**config.mk**
```make
export PLATFORM = sky130hd
export DESIGN_NAME = fpmul_pipe
export DESIGN_NICKNAME = d
export VERILOG_FILES = /design/src/rtl/fp_pkg.sv /design/src/rtl/fp_round_pack.sv /design/src/rtl/fpmul_pipe.sv
export SDC_FILE = /design/constraint.sdc
export NUM_CORES = 2
export LEC_CHECK = 0
export ABC_AREA = 0
export CORE_MARGIN = 4
export CORE_UTILIZATION = 58
export DETAILED_ROUTE_END_ITERATION = 16
export PLACE_DENSITY = 0.77
export SETUP_SLACK_MARGIN = 0.5
export SLEW_MARGIN = 15
export SYNTH_ARGS = -nofsm -noshare
export SYNTH_HDL_FRONTEND = slang
export SYNTH_SLANG_ARGS = --single-unit
```
**constraint.sdc**
```tcl
create_clock -name clk -period 12.9 [get_ports clk]
set_clock_uncertainty 0.2 [all_clocks]
set_input_delay 1.935 -clock clk [delete_from_list [all_inputs] [get_ports clk]]
set_output_delay 1.935 -clock clk [all_outputs]
set_load 0.005 [all_outputs]
```
**src/rtl/fp_pkg.sv**
```systemverilog
// Shared definitions for the parametrised floating-point datapath:
// operand classes, exception flag bit positions and format constants.
package fp_pkg;

    // Operand classification produced by the unpack stage.
    typedef enum logic [2:0] {
        ZERO,
        SUB,
        NORM,
        INF,
        QNAN,
        SNAN
    } fp_class_e;

    // Bit positions inside the 5-bit exception flag vector.
    localparam int FLAG_INEXACT   = 0;
    localparam int FLAG_UNDERFLOW = 1;
    localparam int FLAG_OVERFLOW  = 2;
    localparam int FLAG_DIVZERO   = 3;
    localparam int FLAG_INVALID   = 4;

    // Exponent bias for an exp_w-bit exponent field.
    function automatic int fp_bias(input int exp_w);
        return (1 << (exp_w - 1)) - 1;
    endfunction

    // Canonical quiet NaN, right-aligned in a wide vector; callers keep
    // the low 1+exp_w+frac_w bits.
    function automatic logic [127:0] fp_qnan(input int exp_w, input int frac_w);
        logic [127:0] r;
        r = '0;
        for (int i = 0; i < exp_w; i++) begin
            r[frac_w + i] = 1'b1;
        end
        r[frac_w - 1] = 1'b1;
        return r;
    endfunction

endpackage

```
**src/rtl/fp_round_pack.sv**
```systemverilog
// Normalise, round-to-nearest-even and pack a raw significand product.
// Purely combinational; overflow saturates to signed infinity and
// underflow flushes to signed zero.
module fp_round_pack
    import fp_pkg::*;
#(
    parameter int EXP_W  = 8,
    parameter int FRAC_W = 23
) (
    input  logic                        sign,
    input  logic [EXP_W+1:0]            exp_in,   // two's-complement biased exponent
    input  logic [2*(FRAC_W+1)-1:0]     prod,
    output logic [EXP_W+FRAC_W:0]       result,
    output logic [4:0]                  flags
);

    localparam int P  = 2 * (FRAC_W + 1);
    localparam int EW = EXP_W + 2;

    logic              msb;
    logic [FRAC_W-1:0] frac_t;
    logic              guard;
    logic              sticky;
    logic              inc;
    logic [FRAC_W:0]   frac_r;
    logic [EW-1:0]     exp_n;
    logic [EW-1:0]     exp_f;
    logic              ovf;
    logic              unf;

    // Normalise to a leading one, round, then range-check the exponent.
    always_comb begin
        msb = prod[P-1];
        if (msb) begin
            frac_t = prod[P-2 -: FRAC_W];
            guard  = prod[FRAC_W];
            sticky = |prod[FRAC_W-1:0];
        end else begin
            frac_t = prod[P-3 -: FRAC_W];
            guard  = prod[FRAC_W-1];
            sticky = |prod[FRAC_W-2:0];
        end
        inc    = guard & (sticky | frac_t[0]);
        frac_r = {1'b0, frac_t} + {{FRAC_W{1'b0}}, inc};
        exp_n  = exp_in + {{(EW-1){1'b0}}, msb};
        // A rounding carry leaves the fraction at zero and bumps the exponent.
        exp_f  = exp_n + {{(EW-1){1'b0}}, frac_r[FRAC_W]};
        ovf    = !exp_f[EW-1] && (exp_f[EW-2:0] >= {1'b0, {EXP_W{1'b1}}});
        unf    = exp_f[EW-1] || (exp_f == '0);

        result = {sign, exp_f[EXP_W-1:0], frac_r[FRAC_W-1:0]};
        flags  = '0;
        flags[FLAG_INEXACT] = guard | sticky;
        if (ovf) begin
            result = {sign, {EXP_W{1'b1}}, {FRAC_W{1'b0}}};
            flags[FLAG_OVERFLOW] = 1'b1;
            flags[FLAG_INEXACT]  = 1'b1;
        end else if (unf) begin
            result = {sign, {EXP_W{1'b0}}, {FRAC_W{1'b0}}};
            flags[FLAG_UNDERFLOW] = 1'b1;
            flags[FLAG_INEXACT]   = 1'b1;
        end
    end

endmodule

```
**src/rtl/fpmul_pipe.sv**
```systemverilog
// Three-stage pipelined IEEE 754 multiplier: S1 unpack/classify,
// S2 significand multiply, S3 round/pack into the output registers.
//
// Handshake: a transfer happens on a clock edge where valid && ready on
// that side. The pipe stalls as a whole when out_valid && !out_ready;
// in_ready is the inverse of that stall and never looks at in_valid.
// While stalled every stage (including empty ones) holds its contents.
module fpmul_pipe
    import fp_pkg::*;
#(
    parameter int EXP_W  = 8,
    parameter int FRAC_W = 23,
    parameter int TAG_W  = 4
) (
    input  logic                   clk,
    input  logic                   rst,
    input  logic                   in_valid,
    output logic                   in_ready,
    input  logic [EXP_W+FRAC_W:0]  in_a,
    input  logic [EXP_W+FRAC_W:0]  in_b,
    input  logic [TAG_W-1:0]       in_tag,
    output logic                   out_valid,
    input  logic                   out_ready,
    output logic [EXP_W+FRAC_W:0]  out_result,
    output logic [TAG_W-1:0]       out_tag,
    output logic [4:0]             out_flags
);

    localparam int W  = 1 + EXP_W + FRAC_W;
    localparam int P  = 2 * (FRAC_W + 1);
    localparam int EW = EXP_W + 2;

    localparam int             BIAS       = fp_bias(EXP_W);
    localparam logic [EW-1:0]  BIAS_V     = BIAS[EW-1:0];
    localparam logic [127:0]   QNAN_WIDE  = fp_qnan(EXP_W, FRAC_W);
    localparam logic [W-1:0]   QNAN_V     = QNAN_WIDE[W-1:0];

    function automatic fp_class_e classify(input logic [EXP_W-1:0] e,
                                           input logic [FRAC_W-1:0] f);
        if (e == '0) begin
            return (f == '0) ? ZERO : SUB;
        end else if (&e) begin
            if (f == '0) return INF;
            return f[FRAC_W-1] ? QNAN : SNAN;
        end
        return NORM;
    endfunction

    logic advance;

    // S1 combinational signals
    fp_class_e       cls_a, cls_b;
    logic            a_nan, b_nan, a_inf, b_inf, a_zero, b_zero;
    logic            sign_c;
    logic            spec_c;
    logic [W-1:0]    spec_res_c;
    logic [4:0]      spec_flags_c;
    logic [EW-1:0]   exp_sum_c;

    // S1 registers
    logic              s1_valid;
    logic              s1_sign;
    logic [EW-1:0]     s1_exp;
    logic [FRAC_W:0]   s1_sig_a, s1_sig_b;
    logic              s1_spec;
    logic [W-1:0]      s1_spec_res;
    logic [4:0]        s1_spec_flags;
    logic [TAG_W-1:0]  s1_tag;

    // S2 registers
    logic              s2_valid;
    logic              s2_sign;
    logic [EW-1:0]     s2_exp;
    logic [P-1:0]      s2_prod;
    logic              s2_spec;
    logic [W-1:0]      s2_spec_res;
    logic [4:0]        s2_spec_flags;
    logic [TAG_W-1:0]  s2_tag;

    // S3 combinational result
    logic [W-1:0]      rp_result;
    logic [4:0]        rp_flags;

    assign advance  = !(out_valid && !out_ready);
    assign in_ready = advance;

    // Classify operands and resolve special cases ahead of the arithmetic path.
    always_comb begin
        cls_a  = classify(in_a[W-2:FRAC_W], in_a[FRAC_W-1:0]);
        cls_b  = classify(in_b[W-2:FRAC_W], in_b[FRAC_W-1:0]);
        a_nan  = (cls_a == QNAN) || (cls_a == SNAN);
        b_nan  = (cls_b == QNAN) || (cls_b == SNAN);
        a_inf  = (cls_a == INF);
        b_inf  = (cls_b == INF);
        // Subnormals are treated as zero on input.
        a_zero = (cls_a == ZERO) || (cls_a == SUB);
        b_zero = (cls_b == ZERO) || (cls_b == SUB);
        sign_c = in_a[W-1] ^ in_b[W-1];

        spec_c       = 1'b0;
        spec_res_c   = '0;
        spec_flags_c = '0;
        if (a_nan || b_nan) begin
            spec_c     = 1'b1;
            spec_res_c = QNAN_V;
            spec_flags_c[FLAG_INVALID] = (cls_a == SNAN) || (cls_b == SNAN);
        end else if ((a_inf && b_zero) || (a_zero && b_inf)) begin
            spec_c     = 1'b1;
            spec_res_c = QNAN_V;
            spec_flags_c[FLAG_INVALID] = 1'b1;
        end else if (a_inf || b_inf) begin
            spec_c     = 1'b1;
            spec_res_c = {sign_c, {EXP_W{1'b1}}, {FRAC_W{1'b0}}};
        end else if (a_zero || b_zero) begin
            spec_c     = 1'b1;
            spec_res_c = {sign_c, {EXP_W{1'b0}}, {FRAC_W{1'b0}}};
        end

        exp_sum_c = {2'b00, in_a[W-2:FRAC_W]} + {2'b00, in_b[W-2:FRAC_W]} - BIAS_V;
    end

    // S1: register unpacked operands.
    always_ff @(posedge clk) begin
        if (rst) begin
            s1_valid      <= 1'b0;
            s1_sign       <= 1'b0;
            s1_exp        <= '0;
            s1_sig_a      <= '0;
            s1_sig_b      <= '0;
            s1_spec       <= 1'b0;
            s1_spec_res   <= '0;
            s1_spec_flags <= '0;
            s1_tag        <= '0;
        end else if (advance) begin
            s1_valid      <= in_valid;
            s1_sign       <= sign_c;
            s1_exp        <= exp_sum_c;
            s1_sig_a      <= {1'b1, in_a[FRAC_W-1:0]};
            s1_sig_b      <= {1'b1, in_b[FRAC_W-1:0]};
            s1_spec       <= spec_c;
            s1_spec_res   <= spec_res_c;
            s1_spec_flags <= spec_flags_c;
            s1_tag        <= in_tag;
        end
    end

    // S2: full-width significand product.
    always_ff @(posedge clk) begin
        if (rst) begin
            s2_valid      <= 1'b0;
            s2_sign       <= 1'b0;
            s2_exp        <= '0;
            s2_prod       <= '0;
            s2_spec       <= 1'b0;
            s2_spec_res   <= '0;
            s2_spec_flags <= '0;
            s2_tag        <= '0;
        end else if (advance) begin
            s2_valid      <= s1_valid;
            s2_sign       <= s1_sign;
            s2_exp        <= s1_exp;
            s2_prod       <= {{(FRAC_W+1){1'b0}}, s1_sig_a} * {{(FRAC_W+1){1'b0}}, s1_sig_b};
            s2_spec       <= s1_spec;
            s2_spec_res   <= s1_spec_res;
            s2_spec_flags <= s1_spec_flags;
            s2_tag        <= s1_tag;
        end
    end

    fp_round_pack #(
        .EXP_W  (EXP_W),
        .FRAC_W (FRAC_W)
    ) u_round_pack (
        .sign   (s2_sign),
        .exp_in (s2_exp),
        .prod   (s2_prod),
        .result (rp_result),
        .flags  (rp_flags)
    );

    // S3: select special or rounded result into the output registers.
    always_ff @(posedge clk) begin
        if (rst) begin
            out_valid  <= 1'b0;
            out_result <= '0;
            out_tag    <= '0;
            out_flags  <= '0;
        end else if (advance) begin
            out_valid  <= s2_valid;
            out_result <= s2_spec ? s2_spec_res : rp_result;
            out_tag    <= s2_tag;
            out_flags  <= s2_spec ? s2_spec_flags : rp_flags;
        end
    end

endmodule

```
==> results.py <==
metrics = {
    "run_status": {
        "outcome": "finished, final reports clean",
    },
    "logic_synthesis": {
        "synth_cells": 3176,
        "syn_area_mm2": 0.0268,
        "ys_seq_elements": 178,
        "syn_nets": 3924,
        "synth.area.top_cells": "fa_1 36%, dfxtp_1 13%, ha_1 9.0%",
        "avgSynthCellArea_um2": 8.44,
        "yosys_warnings": 0,
        "synth_edf_count": 0,
        "synth_seq_area_share_pct": 13.3,
        "async_reset_ff_share_pct": 0,
        "synth_top_cell_area_share_pct": 36.1,
        "ys_types": 75,
        "yosysTopAreaCell": "fa_1",
        "synth-main-ff-cell": "dfxtp_1",
    },
    "timing": {
        "rsz0062_at_grt": "no",
        "finalCritPeriodShare_pct": 61.4,
        "fin_hold_ws_ns": 0.252,
        "period_needed_ns": 7.92,
        "fmax_mhz": 126,
        "setup_viol": 0,
        "hold_viol": 0,
        "maxSlewHeadroom_pct": 18.3,
        "finalSetupTns_ns": 0,
        "worst_slack_ns": 4.98,
        "finalMaxSlewViolations": 0,
        "tightest_slew_ns": 1.22,
    },
    "detailed_routing": {
        "drt-total-wl_um": 69600,
        "drt_first_pass_iters": 5,
        "wl_per_cell_um": 18.5,
        "routed.top_layer": "met5",
        "vias": 21300,
        "drt-initial-drc-count": 1875,
        "drc": 0,
        "met2_length_um": 33100,
        "postRouteAntennaNets": 0,
        "met1_length_um": 29600,
        "post_drt_via_cell_ratio": 5.65,
        "routed-wl-met3_um": 5620,
    },
    "worst_setup_path": {
        "critPathArrivalTime_ns": 8.06,
        "end_kind": "register",
        "worstPathRequired_ns": 13.03,
        "cp-start-kind": "register",
        "critPathKind": "register to register",
        "path_max_fanout": 25,
    },
    "floorplan": {
        "die_y_um": 223,
        "dieArea_mm2": 0.0497,
        "io_pins": 115,
        "fp.dieW_um": 223,
        "rows": 78,
        "coreArea_mm2": 0.0456,
        "start_util_pct": 58.8,
    },
    "clocking": {
        "clkTransAtPathRegs_ns": 0.08,
        "clock-sinks": 178,
        "worst_skew_pair.late_latency_ns": 0.45,
        "cts_root_buf": "clkbuf_16",
        "cts_tree": "built",
        "postCtsSetupRepairBufs": 0,
        "cts_resized": 0,
        "cts_made_buffers": 17,
        "hold_buffers": 0,
        "clk_path_buf_depth": 2,
        "htree_levels": 4,
    },
    "finish": {
        "layout-area-overhead-vs-synth_pct": 7.39,
        "mostFrequentLayoutCells": "590 x nand2_1, 564 x inv_1, 484 x fa_1, 300 x and2_1, 193 x a21oi_1",
        "nets": 3898,
        "antenna-diode-count": 0,
        "seqCellArea_mm2": 0.00357,
        "fillers": 3778,
        "multiInputGateArea_mm2": 0.0204,
        "drive_gt1_share_pct": 2.81,
        "final_util_pct": 63.2,
        "layout_commonest_cell": "nand2_1",
    },
    "global_routing": {
        "antenna_found_initial": 1,
        "grt_pass1_vias": 22300,
        "grt_max_degree": 147,
        "grt_pass1_wl_um": 116000,
        "grt_overflow_total": 0,
        "track_usage_pct": 28.6,
    },
    "place": {
        "dp_hpwl_um": 54300,
        "place.gp.congestion": 0.887,
        "port_buffers": 113,
        "dp_slack_ns": 5.04,
    },
    "worst_hold_path": {
        "hold_path_class": "register to register",
    },
    "pwr": {
        "powerDensity_mw_per_mm2": 122,
        "ir_drop_mv": 0.127,
        "cellLeakagePower_nw": 13.6,
        "power.total_mw": 3.52,
    },
    "run": {
        "maxCapViolCount": 0,
    },
}
[final cells by class]
class	count	share of cell area, %
Clock buffer	17	1.48
Clock inverter	15	0.556
Inverter	565	7.37
Multi-Input combinational cell	2248	70.9
Sequential cell	178	12.4
Tap cell	600	2.61
Timing Repair Buffer	140	4.67
[through the flow]
step           cell area, um2  std cells
2_1_floorplan           26800       3176
3_3_place_gp            28200       3731
3_5_place_dp            28200       3731
4_1_cts                 28800       3763
5_1_grt                 28800       3763
6_report                28800       3763
[synthesized netlist by cell type, drive strengths merged (14+ instances only)]
library cell / n
nand2: 590
inv: 565
fa: 484
and2: 301
a21oi: 195
ha: 192
dfxtp: 178
clkbuf: 171
nor2: 79
o21ai: 46
xnor2: 40
nand3: 32
a21o: 29
a211oi: 27
nor3: 23
nor4: 23
xor2: 22
nand4: 16
buf: 14
[metal layers]
layer / vias to the layer above / GRT usage (%)
met2: 853 / 47.2
met1: 10600 / 40.0
li1: 9701 / -
met3: 94 / 4.99
met4: 2 / 6.12
met5: - / 0
[sequential cells by signal, summed over array words and instances, names as in the netlist, 3 cells and up]
register,cells
s2_tag,4
s1_sig_b,23
out_tag,4
s1_sig_a,24
s2_exp,10
s1_spec_res,3
out_flags,4
s2_spec_res,3
s1_tag,4
out_result,32
s2_prod,48
s1_exp,10
[logic make-up (layout without fill, tap and decap cells)]
logic type | count (synthesis) | count (layout) | share of synthesized area, %
AOI/OAI and AO/OA | 390 | 390 | 9.20
buffers and inverters | 750 | 737 | 10.6
DFF | 178 | 178 | 13.3
muxes | 6 | 6 | 0.233
adders and majority gates | 676 | 676 | 45.1
and+or+nand+nor | 1113 | 1113 | 19.6
other | 1 | 1 | 0.0140
xor gates and xnor gates | 62 | 62 | 2.02
[critical path, cell delays in order (launching register included)]
cell	delay, ns
dfxtp_1	0.96
nand2_1	0.20
fa_1	0.58
inv_1	0.05
fa_1	0.47
inv_1	0.06
fa_1	0.54
inv_1	0.06
fa_1	0.51
inv_1	0.06
fa_1	0.53
inv_1	0.06
fa_1	0.50
inv_1	0.05
fa_1	0.49
inv_1	0.05
ha_1	0.35
nand4_1	0.15
o22ai_1	0.11
a211oi_2	0.26
a21oi_1	0.17
o2111ai_1	0.45
a21oi_2	0.14
or2_1	0.28
a31o_1	0.23
a221o_1	0.29
[power by group]
group          switching [mW]  internal [mW]
combinational            1.34          0.904
sequential              0.122          0.635
clock                   0.260          0.260
total                    1.72           1.80
[final timing paths]
kind | from | end | slack [ns] | cells after the start
worst min register to register | s1_sig_b[22] | s1_sig_b[22] | 0.25 | 2
worst max-delay path | s1_sig_a[13] | s2_prod[43] | 4.98 | 25
worst max register to register | s1_sig_a[13] | s2_prod[43] | 4.98 | 25
worst min-delay path | s1_sig_b[22] | s1_sig_b[22] | 0.25 | 2
(Power assumes the default switching activity.)
